File: src/rtl/shared_pkg.sv
// Shared definitions for the FIFO-to-SPI drain block.
//   drain_state_e     : drain FSM state encoding
//   FifoWidthDefault  : default FIFO word width / data bits per SPI frame
package shared_pkg;

  localparam int unsigned FifoWidthDefault = 16;

  typedef enum logic [2:0] {
    StIdle,
    StPop,
    StLoad,
    StShift,
    StGap
  } drain_state_e;

endpackage

File: src/rtl/sclk_gen.sv
// SCLK half-period divider for the SPI drain.
// Counts clk cycles while enabled and emits a one-cycle toggle strobe every
// CLK_DIV cycles; the owner flips SCLK on each strobe.
//   clk    : clock
//   rst    : synchronous active-high reset
//   en     : divider enable; counter is held at zero while low
//   clr    : synchronous counter clear
//   toggle : one-cycle strobe, SCLK half-period elapsed
module sclk_gen #(
  parameter int unsigned CLK_DIV = 2
) (
  input  logic clk,
  input  logic rst,
  input  logic en,
  input  logic clr,
  output logic toggle
);

  logic [7:0] cnt_q;

  assign toggle = en && (cnt_q == 8'(CLK_DIV - 1));

  always_ff @(posedge clk) begin
    if (rst || clr || !en) begin
      cnt_q <= '0;
    end else if (toggle) begin
      cnt_q <= '0;
    end else begin
      cnt_q <= cnt_q + 8'd1;
    end
  end

endmodule

File: src/rtl/fifo_spi_drain.sv
// Drains words from a FIFO and sends each as one SPI mode-0 frame, MSB first.
// FSM: IDLE -> POP -> LOAD -> SHIFT -> GAP -> IDLE.
// Optional feature: define DRAIN_PARITY_EN to append one odd-parity bit after
// the data LSB inside the same frame.
//   clk, rst        : clock, synchronous active-high reset
//   en              : drain enable (checked only in IDLE)
//   fifo_empty      : FIFO empty flag
//   fifo_data_out   : FIFO read data, valid the cycle after fifo_rd_en
//   fifo_underflow  : FIFO underflow flag
//   fifo_rd_en      : one-cycle pop strobe
//   sclk, mosi, ss_n: SPI outputs (sclk idles low, ss_n active low)
//   busy            : FSM not in IDLE
//   words_sent      : completed-frame counter (wraps)
//   underflow_err   : sticky underflow flag, cleared only by rst
module fifo_spi_drain
  import shared_pkg::*;
#(
  parameter int unsigned FIFO_WIDTH = FifoWidthDefault,
  parameter int unsigned CLK_DIV    = 2,
  parameter int unsigned GAP_CYCLES = 2
) (
  input  logic                  clk,
  input  logic                  rst,
  input  logic                  en,
  input  logic                  fifo_empty,
  input  logic [FIFO_WIDTH-1:0] fifo_data_out,
  input  logic                  fifo_underflow,
  output logic                  fifo_rd_en,
  output logic                  sclk,
  output logic                  mosi,
  output logic                  ss_n,
  output logic                  busy,
  output logic [15:0]           words_sent,
  output logic                  underflow_err
);

`ifdef DRAIN_PARITY_EN
  localparam int unsigned FrameBits = FIFO_WIDTH + 1;
`else
  localparam int unsigned FrameBits = FIFO_WIDTH;
`endif
  localparam int unsigned BitCntW = $clog2(FrameBits + 1);
  localparam int unsigned GapCntW = 4;

  drain_state_e         state_q, state_d;
  logic [FrameBits-1:0] shift_q, shift_d;
  logic [BitCntW-1:0]   bit_cnt_q, bit_cnt_d;
  logic [GapCntW-1:0]   gap_cnt_q, gap_cnt_d;
  logic                 sclk_q, sclk_d;
  logic                 ss_n_q, ss_n_d;
  logic [15:0]          words_q, words_d;
  logic                 underflow_q;
  logic                 div_toggle;
  logic [FrameBits-1:0] load_word;

`ifdef DRAIN_PARITY_EN
  // Odd parity: the parity bit makes the total count of ones odd.
  assign load_word = {fifo_data_out, ~^fifo_data_out};
`else
  assign load_word = fifo_data_out;
`endif

  sclk_gen #(
    .CLK_DIV(CLK_DIV)
  ) u_sclk_gen (
    .clk   (clk),
    .rst   (rst),
    .en    (state_q == StShift),
    .clr   (state_q == StLoad),
    .toggle(div_toggle)
  );

  always_comb begin
    state_d   = state_q;
    shift_d   = shift_q;
    bit_cnt_d = bit_cnt_q;
    gap_cnt_d = gap_cnt_q;
    sclk_d    = sclk_q;
    ss_n_d    = ss_n_q;
    words_d   = words_q;

    unique case (state_q)
      StIdle: begin
        if (en && !fifo_empty) begin
          state_d = StPop;
        end
      end
      StPop: begin
        state_d = StLoad;
      end
      StLoad: begin
        shift_d   = load_word;
        ss_n_d    = 1'b0;
        sclk_d    = 1'b0;
        bit_cnt_d = '0;
        state_d   = StShift;
      end
      StShift: begin
        if (div_toggle) begin
          sclk_d = ~sclk_q;
          // sclk currently high: this toggle is a falling edge
          if (sclk_q) begin
            shift_d = {shift_q[FrameBits-2:0], 1'b0};
            if (bit_cnt_q == BitCntW'(FrameBits - 1)) begin
              state_d   = StGap;
              ss_n_d    = 1'b1;
              words_d   = words_q + 16'd1;
              gap_cnt_d = '0;
            end else begin
              bit_cnt_d = bit_cnt_q + 1'b1;
            end
          end
        end
      end
      StGap: begin
        if (gap_cnt_q == GapCntW'(GAP_CYCLES - 1)) begin
          state_d = StIdle;
        end else begin
          gap_cnt_d = gap_cnt_q + 1'b1;
        end
      end
      default: begin
        state_d = StIdle;
      end
    endcase
  end

  always_ff @(posedge clk) begin
    if (rst) begin
      state_q     <= StIdle;
      shift_q     <= '0;
      bit_cnt_q   <= '0;
      gap_cnt_q   <= '0;
      sclk_q      <= 1'b0;
      ss_n_q      <= 1'b1;
      words_q     <= '0;
      underflow_q <= 1'b0;
    end else begin
      state_q     <= state_d;
      shift_q     <= shift_d;
      bit_cnt_q   <= bit_cnt_d;
      gap_cnt_q   <= gap_cnt_d;
      sclk_q      <= sclk_d;
      ss_n_q      <= ss_n_d;
      words_q     <= words_d;
      underflow_q <= underflow_q | fifo_underflow;
    end
  end

  assign fifo_rd_en    = (state_q == StPop);
  assign sclk          = sclk_q;
  assign mosi          = (state_q == StShift) && shift_q[FrameBits-1];
  assign ss_n          = ss_n_q;
  assign busy          = (state_q != StIdle);
  assign words_sent    = words_q;
  assign underflow_err = underflow_q;

endmodule

File: config.mk
export PLATFORM = sky130hd
export DESIGN_NAME = fifo_spi_drain
export DESIGN_NICKNAME = d
export VERILOG_FILES = /design/src/rtl/shared_pkg.sv /design/src/rtl/sclk_gen.sv /design/src/rtl/fifo_spi_drain.sv
export SDC_FILE = /design/constraint.sdc
export NUM_CORES = 1
export LEC_CHECK = 0
export CAP_MARGIN = 20
export CORE_MARGIN = 2
export CORE_UTILIZATION = 57
export CTS_CLUSTER_DIAMETER = 100
export DETAILED_ROUTE_END_ITERATION = 10
export GPL_TIMING_DRIVEN = 1
export PLACE_DENSITY = 0.84
export SLEW_MARGIN = 30
export SYNTH_ARGS = -nofsm -noshare
export SYNTH_HDL_FRONTEND = slang
export SYNTH_HIERARCHICAL = 1
export SYNTH_SLANG_ARGS = --single-unit
File: constraint.sdc
create_clock -name clk -period 7.25 [get_ports clk]
set_input_delay 1.0875 -clock clk [delete_from_list [all_inputs] [get_ports clk]]
set_output_delay 1.0875 -clock clk [all_outputs]
set_load 0.03 [all_outputs]
==> results.tsv <==
stage	metric	value	unit
sta	setup_slack	3.36	ns
die	start_util	0.588	
cells_and_area	drive_gt1_frac	0.0520	
sta	skew	0.0139	ns
cells_and_area	area_growth	21.9	%
global_route	grt.overflow.total	0	
cells_and_area	num_antenna_cells	0	
route	drc_errors	0	
sta	finalSetupViolations	0	
cells_and_area	n_fill_cell	344	
yosys	synth_warnings	6	
route	vias_per_cell	5.69	
power_and_ir_drop	vdd_drop_max	0.134	mV
worst_setup_path	start_kind	flip-flop	
route	antenna_left	0	
cts	cts_sinks	55	
cells_and_area	nets	373	
route	drtIter0Drc	175	
die	row_count	24	
yosys	synth_edf_count	0	
worst_setup_path	crit_family	buffers and inverters	
yosys	synth_cell_types	37	
sta	period_needed	3.89	ns
yosys	synth.avg_cell_area	8.26	um^2
place	place.gp.congestion	0.868	
sta	worst_pin_slew	0.700	ns
place	post-place-cells	390	
cts	numCtsBuffers	5	
place	dp_hpwl	3600	um
die	coreArea	4350	um^2
cells_and_area	final_common_cell	dfxtp_1	
sta	fin_worst_hold_slack	0.481	ns
yosys	syn_area	2560	um^2
worst_setup_path	worstSetupEndpointType	output pin	
cts	cts_setup_buffers	0	
worst_setup_path	crit_type	flip-flop to output pin	
route	finalWirelength	5130	um
cts	hold_buffers	0	
cts	clock_latency	0.31	ns
global_route	antenna_found_initial	0	
cts	root_buffer	clkbuf_8	
worst_hold_path	worstHoldPathType	flip-flop to flip-flop	
yosys	ys_async_sr_fraction	0	
power_and_ir_drop	power.static_leakage	1.07	nW
outcome	status	finished, final reports clean	
yosys	synth_fp_nets	338	
cts	cts_tree	built	
global_route	grt_max_degree	49	
worst_setup_path	worstPathCellList	nand3b_4 > inv_1 > and2_1 > clkdlybuf4s50_1	
place	post-place-ws	3.20	ns
route	dr.pass1.iters	4	
yosys	yosysSeqAreaShare	0.430	
global_route	track_usage	0.211	
cts	cts_resized	0	
sta	fmax	0.257	GHz
sta	hold_violations	0	
sta	rsz0062_at_grt	false	
global_route	grt_pass1_vias	2002	
worst_setup_path	critical_path.slowest_cell	clkdlybuf4s50_1	
die	io_pins	43	
worst_setup_path	path_max_fanout	28	
worst_setup_path	crit_arrival	2.80	ns
sta	slew_viol_final	0	
cells_and_area	layout_common_cells	dfxtp_1 (55), nand2_1 (44), nor2_1 (42), clkdlybuf4s50_1 (42), a21oi_1 (20)	
worst_setup_path	crit_buf_inv	2	
die	die_height	71.0	um
die	die_area	5040	um^2
cts	clock_path_buffers	2	
cts	clkSlewWorstSetupHoldPaths	0.10	ns
cts	htreeDepth	2	
yosys	syn_inst	310	
die	die_x	71.0	um
worst_setup_path	crit_required	6.16	ns
worst_setup_path	cpPeakStageDelay	0.67	ns
sta	period_share	0.536	
yosys	dominantRegCellSynth	dfxtp_1	
power_and_ir_drop	pwr_density_cell	181	nW/um^2
global_route	grt_pass1_wl	8670	um
sta	slew-limit-headroom	0.532	
place	io_buffers	42	
cells_and_area	final_cells	398	
route	via_count	2263	
route	wire_per_inst	12.9	um
yosys	synth-seq-cells	55	
job	maxCapViolCount	0	
sta	fin_setup_tns	0	ns
==> synth_stat cells (2+ instances only) <==
master | number | area (um^2)
and3_1 | 2 | 12.5
nor2_1 | 42 | 158
nor3b_1 | 3 | 22.5
a21oi_1 | 21 | 105
and4_1 | 3 | 26.3
ha_1 | 7 | 87.6
or3b_2 | 2 | 17.5
and2_1 | 4 | 25.0
nand4b_1 | 2 | 17.5
clkbuf_1 | 13 | 48.8
xnor2_1 | 7 | 61.3
nand3b_1 | 2 | 15.0
nand2_1 | 44 | 165
xor2_1 | 4 | 35.0
o21ai_0 | 15 | 75.1
a31oi_1 | 3 | 18.8
or3_1 | 13 | 81.3
inv_1 | 8 | 30.0
nor4_1 | 6 | 37.5
o21bai_1 | 2 | 15.0
dfxtp_1 | 55 | 1100
or4_4 | 2 | 22.5
nor3_1 | 4 | 20.0
nand2b_1 | 2 | 12.5
nand3_1 | 13 | 65.1
nand4_1 | 6 | 37.5
a311oi_1 | 15 | 131
==> sequential cells by signal, indices dropped and copies added, names as in the netlist <==
name	cells
shift_q	16
words_sent	16
u_sclk_gen/cnt_q	8
bit_cnt_q	5
gap_cnt_q	4
state_q	3
sclk	1
ss_n	1
underflow_err	1
==> power by group <==
part	switching (mW)	internal, mW	total (mW)
clock	0.0987	0.103	0.202
combinational	0.0243	0.0228	0.0470
sequential	0.00697	0.311	0.318
==> logic make-up (layout without fill, tap and decap cells) <==
| kind of cell | after synthesis | in the layout | synth area share |
|---|---|---|---|
| and+or+nand+nor | 154 | 154 | 0.306 |
| AOI/OAI and AO/OA | 59 | 59 | 0.152 |
| DFF | 55 | 55 | 0.430 |
| buffers and inverters | 23 | 59 | 0.0357 |
| xor gates and xnor gates | 11 | 11 | 0.0376 |
| adders and majority gates | 7 | 7 | 0.0342 |
| muxes | 1 | 1 | 0.00391 |
==> final cells by class <==
class	instances	area, um^2	area share
clock inverters	3	43.8	0.0140
flip-flops and latches	55	1100	0.353
repair buffers	43	428	0.137
well taps	52	65.1	0.0208
inverters	8	30.0	0.00962
multi-input cells	232	1390	0.444
clock buffers	5	68.8	0.0220
==> metal layers <==
| layer | vias up | part of all wire | GRT usage |
|---|---|---|---|
| met2 | 51 | 0.47 | 0.331 |
| met5 | - | 0 | 0 |
| met4 | 0 | 0.013 | 0.0839 |
| met3 | 9 | 0.046 | 0.0456 |
| met1 | 1027 | 0.47 | 0.284 |
| li1 | 1176 | - | - |
==> worst reg2reg max path, cell delays in order, from the launching register on <==
cell and delay (ns):
dfxtp_1 0.66, nand3b_4 0.34, inv_1 0.59, nand2_1 0.24
nor4_2 0.53, nand3_2 0.27, or4_4 0.59, or3_1 0.36
a21oi_1 0.14
==> per-stage QoR <==
stage | power, mW | utilization | cell area (um^2)
after floorplan | 0.352 | - | 2560
after global placement | 0.370 | 0.688 | 3000
after detailed placement | 0.372 | 0.690 | 3000
after CTS | 0.572 | 0.716 | 3120
after global routing | 0.588 | 0.717 | 3120
final | 0.566 | 0.717 | 3120
==> path summary, 6_finish.rpt <==
check / slack [ns] / cells after the start / to / start
setup / recovery: 3.36 / 4 / mosi / state_q[0]$_SDFFE_PP0P_
hold reg to reg: 0.48 / 2 / shift_q[0]$_SDFFE_PP0P_ / shift_q[0]$_SDFFE_PP0P_
hold / removal: 0.48 / 2 / shift_q[0]$_SDFFE_PP0P_ / shift_q[0]$_SDFFE_PP0P_
setup reg to reg: 3.47 / 8 / words_sent[15]$_SDFFE_PP0P_ / state_q[0]$_SDFFE_PP0P_
(Power assumes the default switching activity.)
